### src/rtl/posit_add.sv
// posit_add: single-cycle registered posit adder (standard posits, N bits,
// es exponent bits). Operands captured on a start edge; result, NaR/zero
// flags and a one-cycle done pulse appear after that same edge.
module posit_add #(
  parameter int N  = 16,
  parameter int es = 2
) (
  input  logic         clk,
  input  logic         rst_n,
  input  logic [N-1:0] in1,
  input  logic [N-1:0] in2,
  input  logic         start,
  output logic [N-1:0] out,
  output logic         inf,
  output logic         zero,
  output logic         done
);

  localparam int FW   = N - 1 - es;         // max fraction bits after decode
  localparam int SW   = FW + 1;             // significand incl. hidden bit
  localparam int AW   = SW + 3;             // aligned width: sig, guard, round, sticky
  localparam int WW   = 2 * SW + 2;         // alignment shifter window
  localparam int XW   = 4 * N;              // encode window (regime + exp + frac)
  localparam int XPAD = XW - 2 - es - AW;
  localparam int SCW  = 10;                 // signed scale width
  localparam int CW   = $clog2(N) + 1;      // regime run counter
  localparam int LW   = $clog2(AW + 1);     // leading-one position

  localparam logic [N-1:0]          NAR  = {1'b1, {(N-1){1'b0}}};
  localparam logic signed [SCW-1:0] KMAX = SCW'(N - 2);

  typedef struct packed {
    logic signed [SCW-1:0] sc;
    logic [SW-1:0]         sig;
  } dec_t;

  // Decode a nonzero, non-NaR posit into scale and significand (hidden 1).
  function automatic dec_t decode(input logic [N-1:0] x);
    logic [N-2:0]          body;
    logic [N-2:0]          rem;
    logic                  rb;
    logic                  run;
    logic [CW-1:0]         m;
    logic signed [SCW-1:0] k;
    logic [es-1:0]         e;
    dec_t                  d;
    body = x[N-1] ? -x[N-2:0] : x[N-2:0];
    rb   = body[N-2];
    run  = 1'b1;
    m    = '0;
    for (int unsigned i = 0; i < N - 1; i++) begin
      if (run && (body[N-2-i] == rb)) m = m + CW'(1);
      else run = 1'b0;
    end
    rem   = body << (m + CW'(1));
    e     = rem[N-2 -: es];
    k     = rb ? (SCW'(m) - SCW'(1)) : -SCW'(m);
    d.sc  = (k <<< es) + SCW'(e);
    d.sig = {1'b1, rem[FW-1:0]};
    return d;
  endfunction

  dec_t                  w_d1, w_d2, w_big, w_small;
  logic [N-2:0]          w_abs1, w_abs2;
  logic                  w_swap, w_sign, w_sub;
  logic [SCW-1:0]        w_diff;
  logic [WW-1:0]         w_wide, w_shf;
  logic [AW-1:0]         w_al_b, w_al_s;
  logic [AW:0]           w_sum, w_norm;
  logic [LW-1:0]         w_lead;
  logic signed [SCW-1:0] w_nsc, w_k;
  logic [SCW-1:0]        w_sh;
  logic signed [XW-1:0]  w_x, w_xs;
  logic [N-2:0]          w_body;
  logic                  w_rnd, w_st;
  logic [N-1:0]          w_mag_out, w_out;

  logic [N-1:0]          r_out;
  logic                  r_inf, r_zero, r_done;

  // Full decode / align / add / normalise / encode path.
  always_comb begin
    w_d1   = decode(in1);
    w_d2   = decode(in2);
    // Posit magnitude order equals integer order of the absolute encodings.
    w_abs1 = in1[N-1] ? -in1[N-2:0] : in1[N-2:0];
    w_abs2 = in2[N-1] ? -in2[N-2:0] : in2[N-2:0];
    w_swap  = w_abs2 > w_abs1;
    w_big   = w_swap ? w_d2 : w_d1;
    w_small = w_swap ? w_d1 : w_d2;
    w_sign  = w_swap ? in2[N-1] : in1[N-1];
    w_sub   = in1[N-1] ^ in2[N-1];

    w_diff = w_big.sc - w_small.sc;
    w_wide = {w_small.sig, {(SW+2){1'b0}}};
    w_shf  = (w_diff >= SCW'(WW)) ? '0 : (w_wide >> w_diff);
    w_al_b = {w_big.sig, 3'b000};
    w_al_s = {w_shf[WW-1 -: SW+2], |w_shf[SW-1:0]};
    w_sum  = w_sub ? ({1'b0, w_al_b} - {1'b0, w_al_s})
                   : ({1'b0, w_al_b} + {1'b0, w_al_s});

    w_lead = '0;
    for (int unsigned i = 0; i < AW + 1; i++) begin
      if (w_sum[i]) w_lead = LW'(i);
    end
    w_nsc  = w_big.sc + SCW'(w_lead) - SCW'(AW - 1);
    w_norm = w_sum << (LW'(AW) - w_lead);

    // Regime built by sign-extending a 2-bit seed: "10" grows a run of 1s,
    // "01" a run of 0s; exponent and fraction follow in the same word.
    w_k  = w_nsc >>> es;
    w_sh = (w_k >= 0) ? w_k : (-w_k - SCW'(1));
    w_x  = {(w_k >= 0) ? 2'b10 : 2'b01, w_nsc[es-1:0], w_norm[AW-1:0], {XPAD{1'b0}}};
    w_xs = w_x >>> w_sh;

    w_body = w_xs[XW-1 -: N-1];
    w_rnd  = w_xs[XW-N];
    w_st   = |w_xs[XW-N-1:0];
    w_body = w_body + {{(N-2){1'b0}}, w_rnd & (w_st | w_body[0])};
    if (w_k > KMAX)       w_body = '1;
    else if (w_k < -KMAX) w_body = (N-1)'(1);
    w_mag_out = w_sign ? -{1'b0, w_body} : {1'b0, w_body};

    if ((in1 == NAR) || (in2 == NAR)) w_out = NAR;
    else if (in1 == '0)               w_out = in2;
    else if (in2 == '0)               w_out = in1;
    else if (w_sum == '0)             w_out = '0;
    else                              w_out = w_mag_out;
  end

  // Output registers: capture on start, done pulses for one cycle.
  always_ff @(posedge clk or negedge rst_n) begin
    if (!rst_n) begin
      r_out  <= '0;
      r_inf  <= 1'b0;
      r_zero <= 1'b0;
      r_done <= 1'b0;
    end else begin
      r_done <= start;
      if (start) begin
        r_out  <= w_out;
        r_inf  <= (w_out == NAR);
        r_zero <= (w_out == '0);
      end
    end
  end

  assign out  = r_out;
  assign inf  = r_inf;
  assign zero = r_zero;
  assign done = r_done;

endmodule

### config.mk
export PLATFORM = sky130hd
export DESIGN_NAME = posit_add
export DESIGN_NICKNAME = d
export VERILOG_FILES = /design/src/rtl/posit_add.sv
export SDC_FILE = /design/constraint.sdc
export NUM_CORES = 1
export LEC_CHECK = 0
export BUFFER_PORTS_ARGS = -buffer_cell sky130_fd_sc_hd__buf_4
export CAP_MARGIN = 30
export CORE_MARGIN = 8
export CORE_UTILIZATION = 55
export DETAILED_ROUTE_END_ITERATION = 16
export PLACE_DENSITY_LB_ADDON = 0.2
export SLEW_MARGIN = 20
export SYNTH_ARGS = -nofsm -noshare
export SYNTH_HDL_FRONTEND = slang
export SYNTH_SLANG_ARGS = --single-unit
### constraint.sdc
create_clock -name clk -period 1.47 [get_ports clk]
set_clock_uncertainty 0.2 [all_clocks]
set_input_delay 0.2205 -clock clk [delete_from_list [all_inputs] [get_ports clk]]
set_output_delay 0.2205 -clock clk [all_outputs]
set_load 0.05 [all_outputs]
==> impl_metrics.json, run 1 <==
{
  "grt_max_degree": 27,
  "synth_nets": 2676,
  "failing_step": "5_1_grt",
  "grt_pass1_wl_um": 249000,
  "yosysTopAreaCellShare_pct": 7.03,
  "overflow": 603,
  "ys_seq_elements": 19,
  "hpwl_um": 71300,
  "ios": 54,
  "floorplan.initialDensity_pct": 55.6,
  "ys_seq_area_share_pct": 2.81,
  "gp_congestion": 1.14,
  "cts_sinks": 19,
  "synthTopCellsByArea": "ha_1 (7.0%), nor2_1 (5.5%), a21oi_1 (5.3%)",
  "status": "aborted with a tool error",
  "post-synth-top-area-cell": "ha_1",
  "dieWidth_um": 191,
  "grt_pass1_vias": 38300,
  "syn_area_um2": 16900,
  "firstError": "[ERROR GRT-0116] Global routing finished with congestion. Check the congestion regions in the DRC Viewer.",
  "ys_async_sr_fraction_pct": 100,
  "synth_edf_count": 0,
  "synth_most_common_cell": "nor2_1",
  "yosys_warnings": 0,
  "clockBufferDepth": 2,
  "synthCells": 2543,
  "syn_avg_cell_area_um2": 6.65,
  "htreeDepth": 1,
  "port_buffers": 53,
  "ys_types": 129,
  "cts_root_buf": "clkbuf_16",
  "placed_cells": 3946,
  "synth_ff_type": "dfrtp_1",
  "fp.dieH_um": 191,
  "rows": 64,
  "synth_common_cells": "nor2_1 (247), nand2_1 (233), a21oi_1 (179), o21ai_0 (152), inv_1 (114)",
  "track_usage_pct": 86.3,
  "cts_buffers": 3
}
## timing repair
action | in CTS
setup buffers | 100
hold endpoints to repair | 19
endpoints found under the setup margin | 18
gates cloned | 1
gates resized for setup | 183
hold buffers | 1
pin swaps | 143
## routing by layer
metal / GRT overflow / global-route usage [%]
met5: 7 / 59.4
met1: 27 / 82.1
met4: 185 / 89.8
met3: 30 / 80.9
met2: 354 / 96.7
## through the flow
stage	util (%)	hold WS (ns)	instance area, µm²	setup WS (ns)
detailed placement	86.0	-0.0984	26200	-21.75
global placement	86.0	-0.102	26200	-20.02
CTS	91.5	0.163	27800	-20.43
floorplan	-	-0.275	17800	-20.23
## kinds of logic after synthesis
logic type / after synthesis / share of synthesized area [%]
AND/OR/NAND/NOR: 985 / 29.2
AO/OA/AOI/OAI: 941 / 39.7
buffers and inverters: 269 / 6.33
XOR/XNOR: 134 / 7.95
adder cells (fa/ha/maj): 102 / 7.63
multiplexers: 93 / 6.36
flip-flops: 19 / 2.81
==> inputs of run 2 (changes only) <==
CORE_UTILIZATION = 40   (was 55)
PLACE_DENSITY_LB_ADDON = 0.15   (was 0.2)
==> impl_metrics.json, run 2 <==
{
  "setup_viol": 18,
  "drive_gt1_share_pct": 46.6,
  "ios": 54,
  "path_buf_inv": 15,
  "synth_ff_type": "dfrtp_1",
  "ys_seq_area_share_pct": 2.81,
  "dieWidth_um": 222,
  "crit_type": "input pin to flop",
  "floorplan.initialDensity_pct": 40.4,
  "drt-vias-per-instance": 6.01,
  "syn_to_final_growth_pct": 72.2,
  "grt_pass1_wl_um": 130000,
  "placed_cells": 4136,
  "yosys_warnings": 0,
  "clk_pin_slew_ns": 0.05,
  "clockBufferDepth": 2,
  "period_needed_ns": 21.80,
  "cts_buffers": 3,
  "regArea_um2": 475,
  "worstMarginPinSlew_ns": 0.646,
  "violations": "setup timing",
  "grt_max_degree": 24,
  "port_buffers": 53,
  "synth_edf_count": 0,
  "multi_input_area_um2": 17400,
  "yosysTopAreaCellShare_pct": 7.03,
  "hpwl_um": 66900,
  "fin_cells": 4243,
  "fmax_ghz": 0.0459,
  "cap_viol_max_count": 0,
  "grt_pass1_vias": 25200,
  "cts_tree": "done",
  "cts_root_buf": "clkbuf_16",
  "drtIter0Drc": 2064,
  "cts_sinks": 19,
  "setup_slack_ns": -20.33,
  "ys_types": 129,
  "syn_avg_cell_area_um2": 6.65,
  "crit_family": "compound AO/OA/AOI/OAI gates",
  "synthTopCellsByArea": "ha_1 (7.0%), nor2_1 (5.5%), a21oi_1 (5.3%)",
  "worst_path_max_delay_cell": "or4_4",
  "crit_fanout": 5,
  "rsz0062_at_grt": "yes",
  "wl_um": 84000,
  "dieArea_um2": 49100,
  "finalMaxSlewViolations": 0,
  "synth_most_common_cell": "nor2_1",
  "rows": 75,
  "syn_area_um2": 16900,
  "core_area_um2": 41900,
  "overflow": 0,
  "nFillCells": 3549,
  "synthCells": 2543,
  "synth_nets": 2676,
  "min_period_over_period_pct": 1480,
  "detail-route-antenna-nets": 0,
  "post-synth-top-area-cell": "ha_1",
  "hp-class": "input pin to flop",
  "final_hold_viol_count": 0,
  "track_usage_pct": 31.1,
  "post-route-drc-count": 0,
  "wire_per_inst_um": 19.8,
  "slowest_delay_ns": 0.49,
  "required_ns": 1.42,
  "arrival_ns": 21.75,
  "antenna_found_initial": 0,
  "gp_congestion": 0.959,
  "place_ws_ns": -20.99,
  "fin_nets": 3838,
  "timing.hold.ws_ns": 0.174,
  "largest_register_ff_count": 16,
  "maxSlewHeadroom_pct": 56.5,
  "end_kind": "flop",
  "final_area_um2": 29100,
  "synth_common_cells": "nor2_1 (247), nand2_1 (233), a21oi_1 (179), o21ai_0 (152), inv_1 (114)",
  "placed_area_um2": 26800,
  "layout_common_cells": "buf_4 (1260), nor2_1 (226), nand2_1 (222)",
  "clock_latency_ns": 0.25,
  "htreeDepth": 1,
  "worst_setup_path_start_kind": "input pin",
  "fp.dieH_um": 222,
  "firstDrtPassIters": 6,
  "layout_commonest_cell": "buf_4",
  "ys_async_sr_fraction_pct": 100,
  "insertedDiodeCount": 0,
  "status": "finished with violations",
  "vias": 25500,
  "ys_seq_elements": 19
}
[run 2: final timing paths]
check	start	end	slack (ns)	cells after the start
worst max-delay path	in2[1]	zero	-20.33	128
worst min-delay path	start	done	0.17	2
worst max register to register	out[1]	out[1]	0.51	1
worst min register to register	out[13]	out[13]	0.29	2
max in group asynchronous	rst_n	out[10]	0.67	2
min in group asynchronous	rst_n	done	0.20	2
[run 2: routing by layer]
metal  track usage, %  routed length [µm]
met4             10.8                3130
met2             55.7               41000
met5                0                   0
met3             2.18                4520
met1             39.0               35400
[run 2: kinds of logic (layout without fill, tap and decap cells)]
| kind of cell | after synthesis | after routing | synth area share, % |
|---|---|---|---|
| mux | 93 | 93 | 6.36 |
| buf+inv | 269 | 1430 | 6.33 |
| flops | 19 | 19 | 2.81 |
| fa+ha+maj | 102 | 102 | 7.63 |
| compound gates | 941 | 941 | 39.7 |
| simple gates | 985 | 985 | 29.2 |
| xor+xnor | 134 | 134 | 7.95 |
[run 2: area by class of cell]
type                            instances  area share (%)
Clock buffer                            4           0.271
Inverter                              126            1.71
Multi-Input combinational cell       2255            59.8
Sequential cell                        19            1.63
Tap cell                              539            2.32
Timing Repair Buffer                 1300            34.3
[run 2: what timing repair did]
action / in CTS / in global routing
endpoints found under the setup margin: 18 / 18
resized for setup: 141 / 178
pin swaps: 104 / 160
buffers inserted: 75 / 42
cloned: 0 / 0
hold endpoints to repair: 19 / 0
hold buffers: 1 / 0
[run 2: metrics by stage]
step	TNS (ns)	utilization, %
after floorplan	-355.05	-
after global placement	-360.44	63.9
after detailed placement	-369.00	63.9
after CTS	-352.35	67.0
after global routing	-375.15	69.6
final	-358.16	69.6
Power of run 2 is left out: the tool's default activity adds up to more than one toggle a clock period on the data nets, which glitch-free logic cannot reach.
